$ cat src/rtl/id_rom_search_if.sv
// Bus bundle for id_rom_search: direct-read port plus search request/result.
// Ports: rd_addr, rd_data, start, key, busy, done, match, match_idx.
interface id_rom_search_if #(
   parameter int ID_WIDTH  = 25,
   parameter int IDX_WIDTH = 3
);
   logic [IDX_WIDTH-1:0] rd_addr;
   logic [ID_WIDTH-1:0]  rd_data;
   logic                 start;
   logic [ID_WIDTH-1:0]  key;
   logic                 busy;
   logic                 done;
   logic                 match;
   logic [IDX_WIDTH-1:0] match_idx;

   modport master (
      output rd_addr, start, key,
      input  rd_data, busy, done, match, match_idx
   );

   modport slave (
      input  rd_addr, start, key,
      output rd_data, busy, done, match, match_idx
   );
endinterface

$ cat src/rtl/id_rom_search.sv
// Fixed identifier ROM with a registered direct-read port and a
// sequential linear search engine (one entry compared per cycle).
// Ports: clk, rst (async active-high), bus (id_rom_search_if.slave):
//   rd_addr -> rd_data (1-cycle), start/key -> busy, done, match, match_idx.
module id_rom_search #(
   parameter int ID_WIDTH  = 25,
   parameter int DEPTH     = 5,
   parameter int IDX_WIDTH = 3
) (
   input logic          clk,
   input logic          rst,
   id_rom_search_if.slave bus
);

   typedef enum logic [1:0] {
      IDLE,
      SCAN,
      DONE
   } state_t;

   state_t               state_q;
   logic [ID_WIDTH-1:0]  key_q;
   logic [IDX_WIDTH-1:0] idx_q;
   logic [IDX_WIDTH-1:0] midx_q;
   logic                 busy_q;
   logic                 done_q;
   logic                 match_q;
   logic [ID_WIDTH-1:0]  rd_data_q;
   logic [ID_WIDTH-1:0]  rd_data_d;
   logic [ID_WIDTH-1:0]  scan_ent;
   logic                 hit;
   logic                 last;

   // Out-of-range addresses and unpopulated slots read as the reserved
   // empty value 0. Constants are narrowed/widened to ID_WIDTH.
   function automatic logic [ID_WIDTH-1:0] entry_f(
      input logic [IDX_WIDTH-1:0] a
   );
      logic [ID_WIDTH-1:0] v;
      v = '0;
      if (int'(a) < DEPTH) begin
         case (int'(a))
            0:       v = ID_WIDTH'(25'd25481340);
            1:       v = ID_WIDTH'(25'd25481395);
            2:       v = ID_WIDTH'(25'd25435478);
            3:       v = ID_WIDTH'(25'd25697485);
            4:       v = ID_WIDTH'(25'd25369875);
            default: v = '0;
         endcase
      end
      return v;
   endfunction

   always_comb begin
      rd_data_d = entry_f(bus.rd_addr);
      scan_ent  = entry_f(idx_q);
      // A zero key would otherwise hit every empty slot.
      hit       = (scan_ent == key_q) && (key_q != '0);
      last      = (idx_q == IDX_WIDTH'(DEPTH - 1));
   end

   always_ff @(posedge clk or posedge rst) begin
      if (rst) begin
         rd_data_q <= '0;
      end else begin
         rd_data_q <= rd_data_d;
      end
   end

   always_ff @(posedge clk or posedge rst) begin
      if (rst) begin
         state_q <= IDLE;
         key_q   <= '0;
         idx_q   <= '0;
         midx_q  <= '0;
         busy_q  <= 1'b0;
         done_q  <= 1'b0;
         match_q <= 1'b0;
      end else begin
         case (state_q)
            IDLE: begin
               done_q <= 1'b0;
               if (bus.start) begin
                  key_q   <= bus.key;
                  match_q <= 1'b0;
                  midx_q  <= '0;
                  idx_q   <= '0;
                  busy_q  <= 1'b1;
                  state_q <= SCAN;
               end
            end
            SCAN: begin
               if (hit) begin
                  match_q <= 1'b1;
                  midx_q  <= idx_q;
                  busy_q  <= 1'b0;
                  done_q  <= 1'b1;
                  state_q <= DONE;
               end else if (last) begin
                  match_q <= 1'b0;
                  midx_q  <= '0;
                  busy_q  <= 1'b0;
                  done_q  <= 1'b1;
                  state_q <= DONE;
               end else begin
                  idx_q <= idx_q + 1'b1;
               end
            end
            DONE: begin
               done_q  <= 1'b0;
               idx_q   <= '0;
               state_q <= IDLE;
            end
            default: begin
               busy_q  <= 1'b0;
               done_q  <= 1'b0;
               state_q <= IDLE;
            end
         endcase
      end
   end

   assign bus.rd_data   = rd_data_q;
   assign bus.busy      = busy_q;
   assign bus.done      = done_q;
   assign bus.match     = match_q;
   assign bus.match_idx = midx_q;

endmodule

$ cat src/flat_wrapper.sv
// flat-port wrapper written by rule: the top's interface ports become plain ports
module id_rom_search_flat 
#(
   parameter int ID_WIDTH  = 25,
   parameter int DEPTH     = 5,
   parameter int IDX_WIDTH = 3
)
  (clk, rst, bus_rd_addr, bus_start, bus_key, bus_rd_data, bus_busy, bus_done, bus_match, bus_match_idx);
  id_rom_search_if #(.ID_WIDTH(ID_WIDTH), .IDX_WIDTH(IDX_WIDTH)) bus_i ();
  input logic clk;
  input logic rst;
  input wire logic [$bits(bus_i.rd_addr)-1:0] bus_rd_addr;
  input wire logic [$bits(bus_i.start)-1:0] bus_start;
  input wire logic [$bits(bus_i.key)-1:0] bus_key;
  output wire logic [$bits(bus_i.rd_data)-1:0] bus_rd_data;
  output wire logic [$bits(bus_i.busy)-1:0] bus_busy;
  output wire logic [$bits(bus_i.done)-1:0] bus_done;
  output wire logic [$bits(bus_i.match)-1:0] bus_match;
  output wire logic [$bits(bus_i.match_idx)-1:0] bus_match_idx;
  assign bus_i.rd_addr = bus_rd_addr;
  assign bus_i.start = bus_start;
  assign bus_i.key = bus_key;
  assign bus_rd_data = bus_i.rd_data;
  assign bus_busy = bus_i.busy;
  assign bus_done = bus_i.done;
  assign bus_match = bus_i.match;
  assign bus_match_idx = bus_i.match_idx;
  id_rom_search #(.ID_WIDTH(ID_WIDTH), .DEPTH(DEPTH), .IDX_WIDTH(IDX_WIDTH)) u_core (.clk(clk), .rst(rst), .bus(bus_i));
endmodule
$ cat config.mk
export PLATFORM = sky130hd
export DESIGN_NAME = id_rom_search_flat
export DESIGN_NICKNAME = d
export VERILOG_FILES = /design/src/rtl/id_rom_search_if.sv /design/src/rtl/id_rom_search.sv /design/src/flat_wrapper.sv
export SDC_FILE = /design/constraint.sdc
export NUM_CORES = 1
export LEC_CHECK = 0
export ABC_AREA = 1
export BUFFER_PORTS_ARGS = -buffer_cell sky130_fd_sc_hd__buf_2
export CAP_MARGIN = 20
export CELL_PAD_IN_SITES_DETAIL_PLACEMENT = 0
export CELL_PAD_IN_SITES_GLOBAL_PLACEMENT = 1
export CORE_MARGIN = 8
export CORE_UTILIZATION = 39
export DETAILED_ROUTE_END_ITERATION = 10
export PLACE_DENSITY_LB_ADDON = 0.1
export SKIP_CTS_REPAIR_TIMING = 1
export SLEW_MARGIN = 20
export SYNTH_ARGS = -nofsm -noshare
export SYNTH_HDL_FRONTEND = slang
export SYNTH_SLANG_ARGS = --single-unit
export TNS_END_PERCENT = 5
$ cat constraint.sdc
create_clock -name clk -period 2.69 [get_ports clk]
set_input_delay 0.538 -clock clk [delete_from_list [all_inputs] [get_ports clk]]
set_output_delay 0.538 -clock clk [all_outputs]
set_load 0.01 [all_outputs]
Word level (Yosys, flattened, before mapping)
Cells that the tools add are included.
{ "word_totals": {"register_bits": 61} }
{ "classes": {"addsub": 1, "n_lt_le_gt_ge": 2, "n_eq_ne": 15, "n_mux": 25, "n_bitwise": 1, "n_reduce_logical": 12} }
{ "ops": {"columns": ["cell", "count"], "rows": [
  ["one-hot mux 25 bit (5 select lines)", 2],
  ["2-to-1 mux 25 bit", 2],
  ["== test 25 bit", 1],
  ["nonzero test 25 bit", 1],
  ["2-to-1 mux 3 bit", 5],
  ["== test 3 x 2 -> 1 bit (second input constant)", 4],
  ["one-hot mux 3 bit (3 select lines)", 1],
  ["2-to-1 mux 1 bit", 8],
  ["== test 3 x 1 -> 1 bit (second input constant)", 2],
  ["== test 3 bit (second input constant)", 2],
  ["logical NOT 3 bit", 2],
  ["less-than comparator 3 bit (second input constant)", 2],
  ["2-to-1 mux 2 bit", 3],
  ["!= test 2 bit (second input constant)", 3],
  ["one-hot mux 3 bit (2 select lines)", 1],
  ["AND reduction 3 bit", 2],
  ["one-hot mux 2 bit (2 select lines)", 1],
  ["AND reduction 2 bit", 2],
  ["AND reduction 4 bit", 1],
  ["adder 3 x 1 -> 3 bit (second input constant)", 1],
  ["!= test 3 x 1 -> 1 bit (second input constant)", 1],
  ["one-hot mux 1 bit (3 select lines)", 1],
  ["nonzero test 3 bit", 1],
  ["== test 2 x 1 -> 1 bit (second input constant)", 1],
  ["other kinds (6)", 6]
]} }

Longest topological paths before layout
Gate-level depths: netlist of run 1.
{ "depth": {"ltp_word": 7, "depth_mapped": 18, "mapped_depth_nobuf": 18} }

Worst setup path after synthesis of run 1
No wires, ideal clock.
{ "synth_path": {"kind": "register -> register", "from": "register u_core.idx_q[0]", "to": "register u_core.match_q (netlist: u_core.bus.match)", "setup_time_ps": 120, "t_arrival_ps": 1961, "required_time_ps": 2570, "path_slack_ps": 609, "path_stages_with_launch": 15, "n_path_buf": 0, "cell_sequence": "dfrtp_1 inv_1 ha_1 o21ai_4 nand2_2 nand2_2 nand2_2 nand3b_1 nand2_1 nor2_2 nand4_1 nand2_1 nand3_2 nand2_1 nand2_1"} }
{ "synth_via": {"elab_chain_cells": 7} }
{ "synth_rtl": {"columns": ["item", "line", "rtl"], "rows": [
  ["start: declaration", "id_rom_search.sv:23", "logic [IDX_WIDTH-1:0] idx_q;"],
  ["start signal: assignment", "id_rom_search.sv:106", "idx_q <= idx_q + 1'b1;"],
  ["== test 3 bit (tied with other cells)", "id_rom_search.sv:42, id_rom_search.sv:59", null],
  ["one-hot mux 25 bit (5 select lines)", "id_rom_search.sv:42", "case (int'(a))"],
  ["2-to-1 mux 25 bit", "id_rom_search.sv:41", "if (int'(a) < DEPTH) begin"],
  ["== test 25 bit", "id_rom_search.sv:58", "hit = (scan_ent == key_q) && (key_q != '0);"],
  ["logical AND 1 bit", "id_rom_search.sv:58", null],
  ["!= test 3 x 1 -> 1 bit (no line) / 2-to-1 mux 1 bit (equally long branches)", null, null],
  ["AND reduction 3 bit (no line) / one-hot mux 1 bit (2 select lines) (equally long branches)", null, null],
  ["end signal: assignment", "id_rom_search.sv:78", "match_q <= 1'b0;"],
  ["end signal: assignment", "id_rom_search.sv:85", "match_q <= 1'b0;"],
  ["end signal: assignment", "id_rom_search.sv:94", "match_q <= 1'b1;"],
  ["end: declaration", "id_rom_search.sv:27", "logic match_q;"]
]} }
Parallel ways exist; a longest one is shown, timed or not.
A chain may end at the register's enable or synchronous reset.

Worst setup path in the final report of run 1
{ "layout_path": {"from": "register u_core.idx_q[1]", "to": "register u_core.midx_q[1] (netlist: u_core.bus.match_idx[1])"} }
{ "layout_via": {"elab_chain_cells": 7} }
{ "layout_rtl": {"columns": ["item", "line", "rtl"], "rows": [
  ["== test 3 bit (tied with other cells)", "id_rom_search.sv:42, id_rom_search.sv:59", null],
  ["one-hot mux 25 bit (5 select lines)", "id_rom_search.sv:42", null],
  ["2-to-1 mux 25 bit", "id_rom_search.sv:41", null],
  ["== test 25 bit", "id_rom_search.sv:58", null],
  ["logical AND 1 bit", "id_rom_search.sv:58", null],
  ["!= test 3 x 1 -> 1 bit (no line) / 2-to-1 mux 3 bit (equally long branches)", null, null],
  ["AND reduction 3 bit (no line) / one-hot mux 3 bit (2 select lines) (equally long branches)", null, null],
  ["end signal: assignment", "id_rom_search.sv:95", "midx_q <= idx_q;"],
  ["end: declaration", "id_rom_search.sv:24", "logic [IDX_WIDTH-1:0] midx_q;"]
]} }
Parallel ways exist; a longest one is shown, timed or not.

==> flow_metrics.env, run 1 <==
export IMPL_period_minus_slack_ps=2396
export IMPL_finalWeightedCongestion=0.8003
export IMPL_max_slew_margin_pct=64.05
export IMPL_die_area_um2=9922
export IMPL_setup_tns_ps=0
export IMPL_slew_violations=0
export IMPL_antenna_left=0
export IMPL_start_util_pct=40.13
export IMPL_first_global_vias=2198
export IMPL_ys_seq_elements=49
export IMPL_clk_path_buf_depth=2
export IMPL_cts_max_level=2
export IMPL_layout_common_cells="77 x nand2_1, 56 x buf_2, 52 x nor2_1"
export IMPL_drive_gt1_share_pct=28.53
export IMPL_rsz0062_at_grt="no"
export IMPL_critPathMaxStageDelay_ps=490
export IMPL_clk_latency_ps=300
export IMPL_cp_required_ps=2900
export IMPL_grt_pass1_wl_mm=10.76
export IMPL_die_h_um=99.61
export IMPL_end_kind="register"
export IMPL_cts_tree="yes"
export IMPL_num_io_pins=62
export IMPL_critPathArrivalTime_ps=2600
export IMPL_area_growth_pct=16.38
export IMPL_grt_remaining_overflow=0
export IMPL_criticalPathCategory="register to register"
export IMPL_routed_wl_mm=6.185
export IMPL_layout_commonest_cell="nand2_1"
export IMPL_clk_pin_slew_ps=90
export IMPL_skew_ps=4.173
export IMPL_preCtsSetupSlack_ps=231.5
export IMPL_reg2reg_from="u_core.idx_q[1]"
export IMPL_worst_pin_slew_ps=538.4
export IMPL_dp_hpwl_mm=4.997
export IMPL_seq_area_frac_synth_pct=44.97
export IMPL_ff2ff_setup_slack_ps=290
export IMPL_vdd_drop_max_v=0.0004297
export IMPL_total_leakage_power_uw=0.001697
export IMPL_drtPass1Iterations=4
export IMPL_status="completed"
export IMPL_die_width_um=99.61
export IMPL_r2r_cells=14
export IMPL_drc=0
export IMPL_cpMaxStageDelayCell="dfrtp_1"
export IMPL_numPortBuffers=56
export IMPL_path_delay_family="simple AND/OR/NAND/NOR gates"
export IMPL_via_per_inst=4.546
export IMPL_timing_critical_path_mode_cell="nand2_1"
export IMPL_maxCapViolCount=0
export IMPL_synthCells=336
export IMPL_rr_endpoint="u_core.bus.match_idx[1]"
export IMPL_grt_total_usage_pct=13.27
export IMPL_antenna_found_initial=0
export IMPL_design_core_area_um2=6794
export IMPL_route_vias_total=2205
export IMPL_clock_fmax_ghz=0.4173
export IMPL_cp_start_kind="register"
export IMPL_fin_crit_sh_pct=89.09
export IMPL_antenna_diode_count=0
export IMPL_placed_area_um2=3059
export IMPL_fillers=707
export IMPL_cp_max_fo=6
export IMPL_wl_per_cell_um=12.75
export IMPL_cts_buffers=5
export IMPL_cp_num_buf_inv=1
export IMPL_setup_ws_ps=293.6
export IMPL_hold_path_class="primary input to async pin"
export IMPL_grt_max_degree=39
export IMPL_power_density_nw_per_um2=1057
export IMPL_drtIter0Drc=74
export IMPL_yosys_warnings=0
export IMPL_final_area_um2=3173
export IMPL_whs_ps=263.7
export IMPL_root_buffer="clkbuf_8"
export IMPL_setup_violations=0
export IMPL_netlist_area_um2=2726
export IMPL_fp_row_count=30
export IMPL_critical_path_cell_chain="inv_1 -> ha_1 -> o21ai_4 -> nand2_2 -> nand2_2 -> nand2_2 -> nand3b_1 -> nand2_1 -> nor2_2 -> nand4_1 -> nand2_1 -> nand3_2 -> nand2_1 -> nand2_1"
export IMPL_hold_violations=0
export IMPL_syn_area_per_cell_um2=8.114
export IMPL_clock_sinks=49
export IMPL_nNetsFinal=424
export IMPL_synth_cell_types=34
registers in the layout (all words and copies together) (netlist names):
name / cells
u_core.bus.busy: 1
u_core.bus.done: 1
u_core.bus.match: 1
u_core.bus.match_idx: 3
u_core.bus.rd_data: 13
u_core.idx_q: 3
u_core.key_q: 25
u_core.state_q: 2
worst max path at each step:
stage | end | slack (ps) | depth (start not counted) | from
after floorplan | u_core.bus.match | 610 | 14 | u_core.idx_q[0]
after global placement | u_core.bus.match_idx[0] | 310 | 14 | u_core.idx_q[0]
final | u_core.bus.match_idx[1] | 290 | 14 | u_core.idx_q[1]
after global routing | u_core.bus.match_idx[0] | 30 | 14 | u_core.idx_q[1]
after CTS | u_core.bus.match_idx[2] | 200 | 14 | u_core.idx_q[0]
after detailed placement | u_core.bus.match_idx[2] | 230 | 14 | u_core.idx_q[0]
kinds of logic (layout without fill, tap and decap cells):
family | count (synthesis) | count (layout) | share of synthesized area, %
AOI/OAI and AO/OA | 21 | 21 | 4.956
DFF | 49 | 49 | 44.97
other | 1 | 5 | 0.1375
and+or+nand+nor | 189 | 189 | 32.22
adders and majority gates | 5 | 5 | 2.295
muxes | 14 | 14 | 5.782
buffers and inverters | 57 | 106 | 9.638
synthesized netlist by cell type (all sizes together):
| cell | instances | share of area [%] |
|---|---|---|
| inv | 38 | 5.3 |
| nand4 | 8 | 2.4 |
| conb | 1 | 0.14 |
| clkbuf | 3 | 0.41 |
| nand3 | 27 | 6.0 |
| dfrtp | 49 | 45 |
| and2 | 1 | 0.23 |
| nand2 | 91 | 14 |
| clkinv | 2 | 0.28 |
| a21boi | 1 | 0.28 |
| mux2 | 14 | 5.8 |
| ha | 5 | 2.3 |
| nand3b | 1 | 0.28 |
| o21a | 1 | 0.28 |
| a21oi | 15 | 2.8 |
| a21o | 1 | 0.28 |
| nor3 | 1 | 0.18 |
| nor2 | 56 | 8.3 |
| buf | 14 | 3.6 |
| or2 | 4 | 0.92 |
| o21ai | 3 | 1.4 |
layout make-up:
cell class	count	area [um^2]	share of cell area, %
multi-input combinational	234	1252	39.47
sequential	49	1227	38.68
timing repair buffer	58	307.8	9.700
inverter	40	152.6	4.811
tap	96	120.1	3.785
clock buffer	5	68.82	2.169
clock inverter	3	43.79	1.380
metal layers:
metal / up-vias / GRT usage [%] / routed length [um]
li1: 1141 / - / -
met1: 1016 / 17.76 / 2998
met2: 43 / 20.51 / 2806
met3: 5 / 3.771 / 327
met4: 0 / 3.143 / 53
met5: - / 0 / 0
where the power goes:
part / total, uW / switching (uW) / internal [uW]
Sequential: 1190 / 205 / 981
Clock: 539 / 260 / 279
Combinational: 1630 / 1020 / 609
Total: 3350 / 1480 / 1870
stage by stage:
stage / utilization, % / std cells / total power (uW)
2_1_floorplan: - / 340 / 2450
3_3_place_gp: 45.03 / 477 / 2834
3_5_place_dp: 45.03 / 477 / 2848
4_1_cts: 46.69 / 485 / 3395
5_1_grt: 46.70 / 485 / 3672
6_report: 46.70 / 485 / 3352
(Power assumes the default switching activity.)
==> run 2, diff against run 1 <==
--- a/config.mk
+++ b/config.mk
@@ -10,10 +10,11 @@
 export CAP_MARGIN = 20
 export CELL_PAD_IN_SITES_DETAIL_PLACEMENT = 0
 export CELL_PAD_IN_SITES_GLOBAL_PLACEMENT = 1
+export CORE_ASPECT_RATIO = 1.1
 export CORE_MARGIN = 8
 export CORE_UTILIZATION = 39
 export DETAILED_ROUTE_END_ITERATION = 10
-export PLACE_DENSITY_LB_ADDON = 0.1
+export PLACE_DENSITY_LB_ADDON = 0.3
 export SKIP_CTS_REPAIR_TIMING = 1
 export SLEW_MARGIN = 20
 export SYNTH_ARGS = -nofsm -noshare
==> run 2 against run 1 <==
Against the previous run:
- non-clock buffer count unchanged
- setup slack worse by 94 ps
- cell area down 1.4%
- largest cell class unchanged
==> flow_metrics.env, run 2 (synthesis results as in run 1) <==
export IMPL_clock_power_share_pct=14.1
export IMPL_rsz0062_at_grt="no"
export IMPL_drtIter0Drc=75
export IMPL_maxCapViolCount=0
export IMPL_slew_violations=0
export IMPL_critical_path_cell_chain="inv_1 -> ha_1 -> o21ai_4 -> nand2_2 -> nand2_2 -> nand2_2 -> nand3b_1 -> nand2_1 -> nor2_2 -> nand4_1 -> nand2_1 -> nand3_2 -> nand2_1 -> nand2_1"
export IMPL_layout_commonest_cell="nand2_1"
export IMPL_setup_tns_ps=0
export IMPL_clk_pin_slew_ps=100
export IMPL_layout_common_cells="77 x nand2_1, 56 x buf_2, 52 x nor2_1"
export IMPL_hold_path_class="primary input to async pin"
export IMPL_top_register="u_core.key_q"
export IMPL_antenna_left=0
export IMPL_root_buffer="clkbuf_8"
export IMPL_nNetsFinal=424
export IMPL_dp_cells=466
export IMPL_clock_sinks=49
export IMPL_setup_ws_ps=199.6
export IMPL_num_io_pins=62
export IMPL_start_util_pct=39.59
export IMPL_route_vias_total=2213
export IMPL_r2r_cells=14
export IMPL_criticalPathCategory="register to register"
export IMPL_skew_ps=5.974
export IMPL_critPathMaxStageDelay_ps=520
export IMPL_finalWeightedCongestion=0.8365
export IMPL_p_comb_share_pct=49.9
export IMPL_grt_pass1_wl_mm=10.57
export IMPL_period_minus_slack_ps=2490
export IMPL_dp_hpwl_mm=4.853
export IMPL_cts_max_level=2
export IMPL_drive_gt1_share_pct=28.28
export IMPL_numPortBuffers=56
export IMPL_cp_start_kind="register"
export IMPL_utilization_pct=45.42
export IMPL_worst_pin_slew_ps=615.0
export IMPL_cpMaxStageDelayCell="dfrtp_1"
export IMPL_grt_remaining_overflow=0
export IMPL_p_int_uw=1775
export IMPL_antenna_diode_count=0
export IMPL_preCtsSetupSlack_ps=219.3
export IMPL_total_leakage_power_uw=0.001678
export IMPL_rr_endpoint="u_core.bus.match_idx[1]"
export IMPL_timing_critical_path_mode_cell="nand2_1"
export IMPL_routed_wl_mm=6.110
export IMPL_cp_max_fo=7
export IMPL_power_density_nw_per_um2=1044
export IMPL_cts_buffers=5
export IMPL_drtPass1Iterations=6
export IMPL_cp_required_ps=2900
export IMPL_status="completed"
export IMPL_design_core_area_um2=6887
export IMPL_first_global_vias=2225
export IMPL_largest_register_ffs=25
export IMPL_end_kind="register"
export IMPL_reg2reg_from="u_core.idx_q[0]"
export IMPL_ff2ff_setup_slack_ps=200
export IMPL_p_switching_uw=1492
export IMPL_gr_usage_met2_pct=21.05
export IMPL_met3_usage_pct=4.549
export IMPL_via_per_inst=4.669
export IMPL_clk_latency_ps=310
export IMPL_die_h_um=103.7
export IMPL_grt_total_usage_pct=13.16
export IMPL_max_slew_margin_pct=59.00
export IMPL_fillers=755
export IMPL_critPathArrivalTime_ps=2700
export IMPL_use_met1_pct=15.96
export IMPL_clock_fmax_ghz=0.4015
export IMPL_p_sw_share_pct=45.66
export IMPL_setup_violations=0
export IMPL_top_usage_layer="met2"
export IMPL_die_area_um2=9925
export IMPL_drc=0
export IMPL_finalNonFillerCells=474
export IMPL_clk_path_buf_depth=2
export IMPL_area_growth_pct=14.73
export IMPL_antenna_found_initial=0
export IMPL_vdd_drop_max_v=0.0004982
export IMPL_grt_max_degree=50
export IMPL_fp_row_count=32
export IMPL_p_seq_share_pct=36.1
export IMPL_die_width_um=95.72
export IMPL_fin_crit_sh_pct=92.58
export IMPL_wl_per_cell_um=12.89
export IMPL_cts_tree="yes"
export IMPL_hold_violations=0
[run 2: power by group through the flow]
stage	Sequential, uW	Clock (uW)	Combinational, uW
3_5_place_dp	1190	0	1650
5_1_grt	1220	502	1850
3_3_place_gp	1190	0	1630
6_report	1180	459	1630
2_1_floorplan	1160	0	1290
4_1_cts	1180	476	1650
[run 2: worst max-delay path: cells and delay by family, from the launching register on]
kind | cells | cell delay [ps]
and+or+nand+nor | 11 | 1160
DFF | 1 | 520
adders and majority gates | 1 | 290
AOI/OAI and AO/OA | 1 | 280
buffers and inverters | 1 | 120
[run 2: worst max path at each step]
stage                     from                 endpoint  depth (start not counted)
5_1_grt        u_core.idx_q[0]  u_core.bus.match_idx[1]                         16
2_1_floorplan  u_core.idx_q[0]         u_core.bus.match                         14
3_3_place_gp   u_core.idx_q[0]  u_core.bus.match_idx[0]                         14
6_report       u_core.idx_q[0]  u_core.bus.match_idx[1]                         14
4_1_cts        u_core.idx_q[0]  u_core.bus.match_idx[1]                         14
3_5_place_dp   u_core.idx_q[0]  u_core.bus.match_idx[1]                         14
[run 2: stage by stage]
| stage | cell area, um^2 | total power [uW] | hold WS, ps |
|---|---|---|---|
| 6_report | 3128 | 3267 | 375.3 |
| 5_1_grt | 3128 | 3569 | 443.8 |
| 4_1_cts | 3128 | 3308 | 407.7 |
| 3_5_place_dp | 3033 | 2841 | 456.1 |
| 3_3_place_gp | 3033 | 2816 | 457.8 |
| 2_1_floorplan | 2741 | 2450 | 480.2 |
[run 2: area by class of cell]
| class | count | area (um^2) | area share [%] |
|---|---|---|---|
| Multi-Input combinational cell | 234 | 1252 | 40.04 |
| Clock buffer | 5 | 68.82 | 2.200 |
| Inverter | 40 | 152.6 | 4.880 |
| Timing Repair Buffer | 58 | 295.3 | 9.440 |
| Sequential cell | 49 | 1226 | 39.20 |
| Clock inverter | 3 | 26.28 | 0.8400 |
| Tap cell | 85 | 106.4 | 3.400 |
[run 2: metal layers]
| metal | routed length, um | vias up |
|---|---|---|
| li1 | - | 1136 |
| met1 | 2642 | 1025 |
| met2 | 2937 | 41 |
| met3 | 418 | 11 |
| met4 | 112 | 0 |
| met5 | 0 | - |
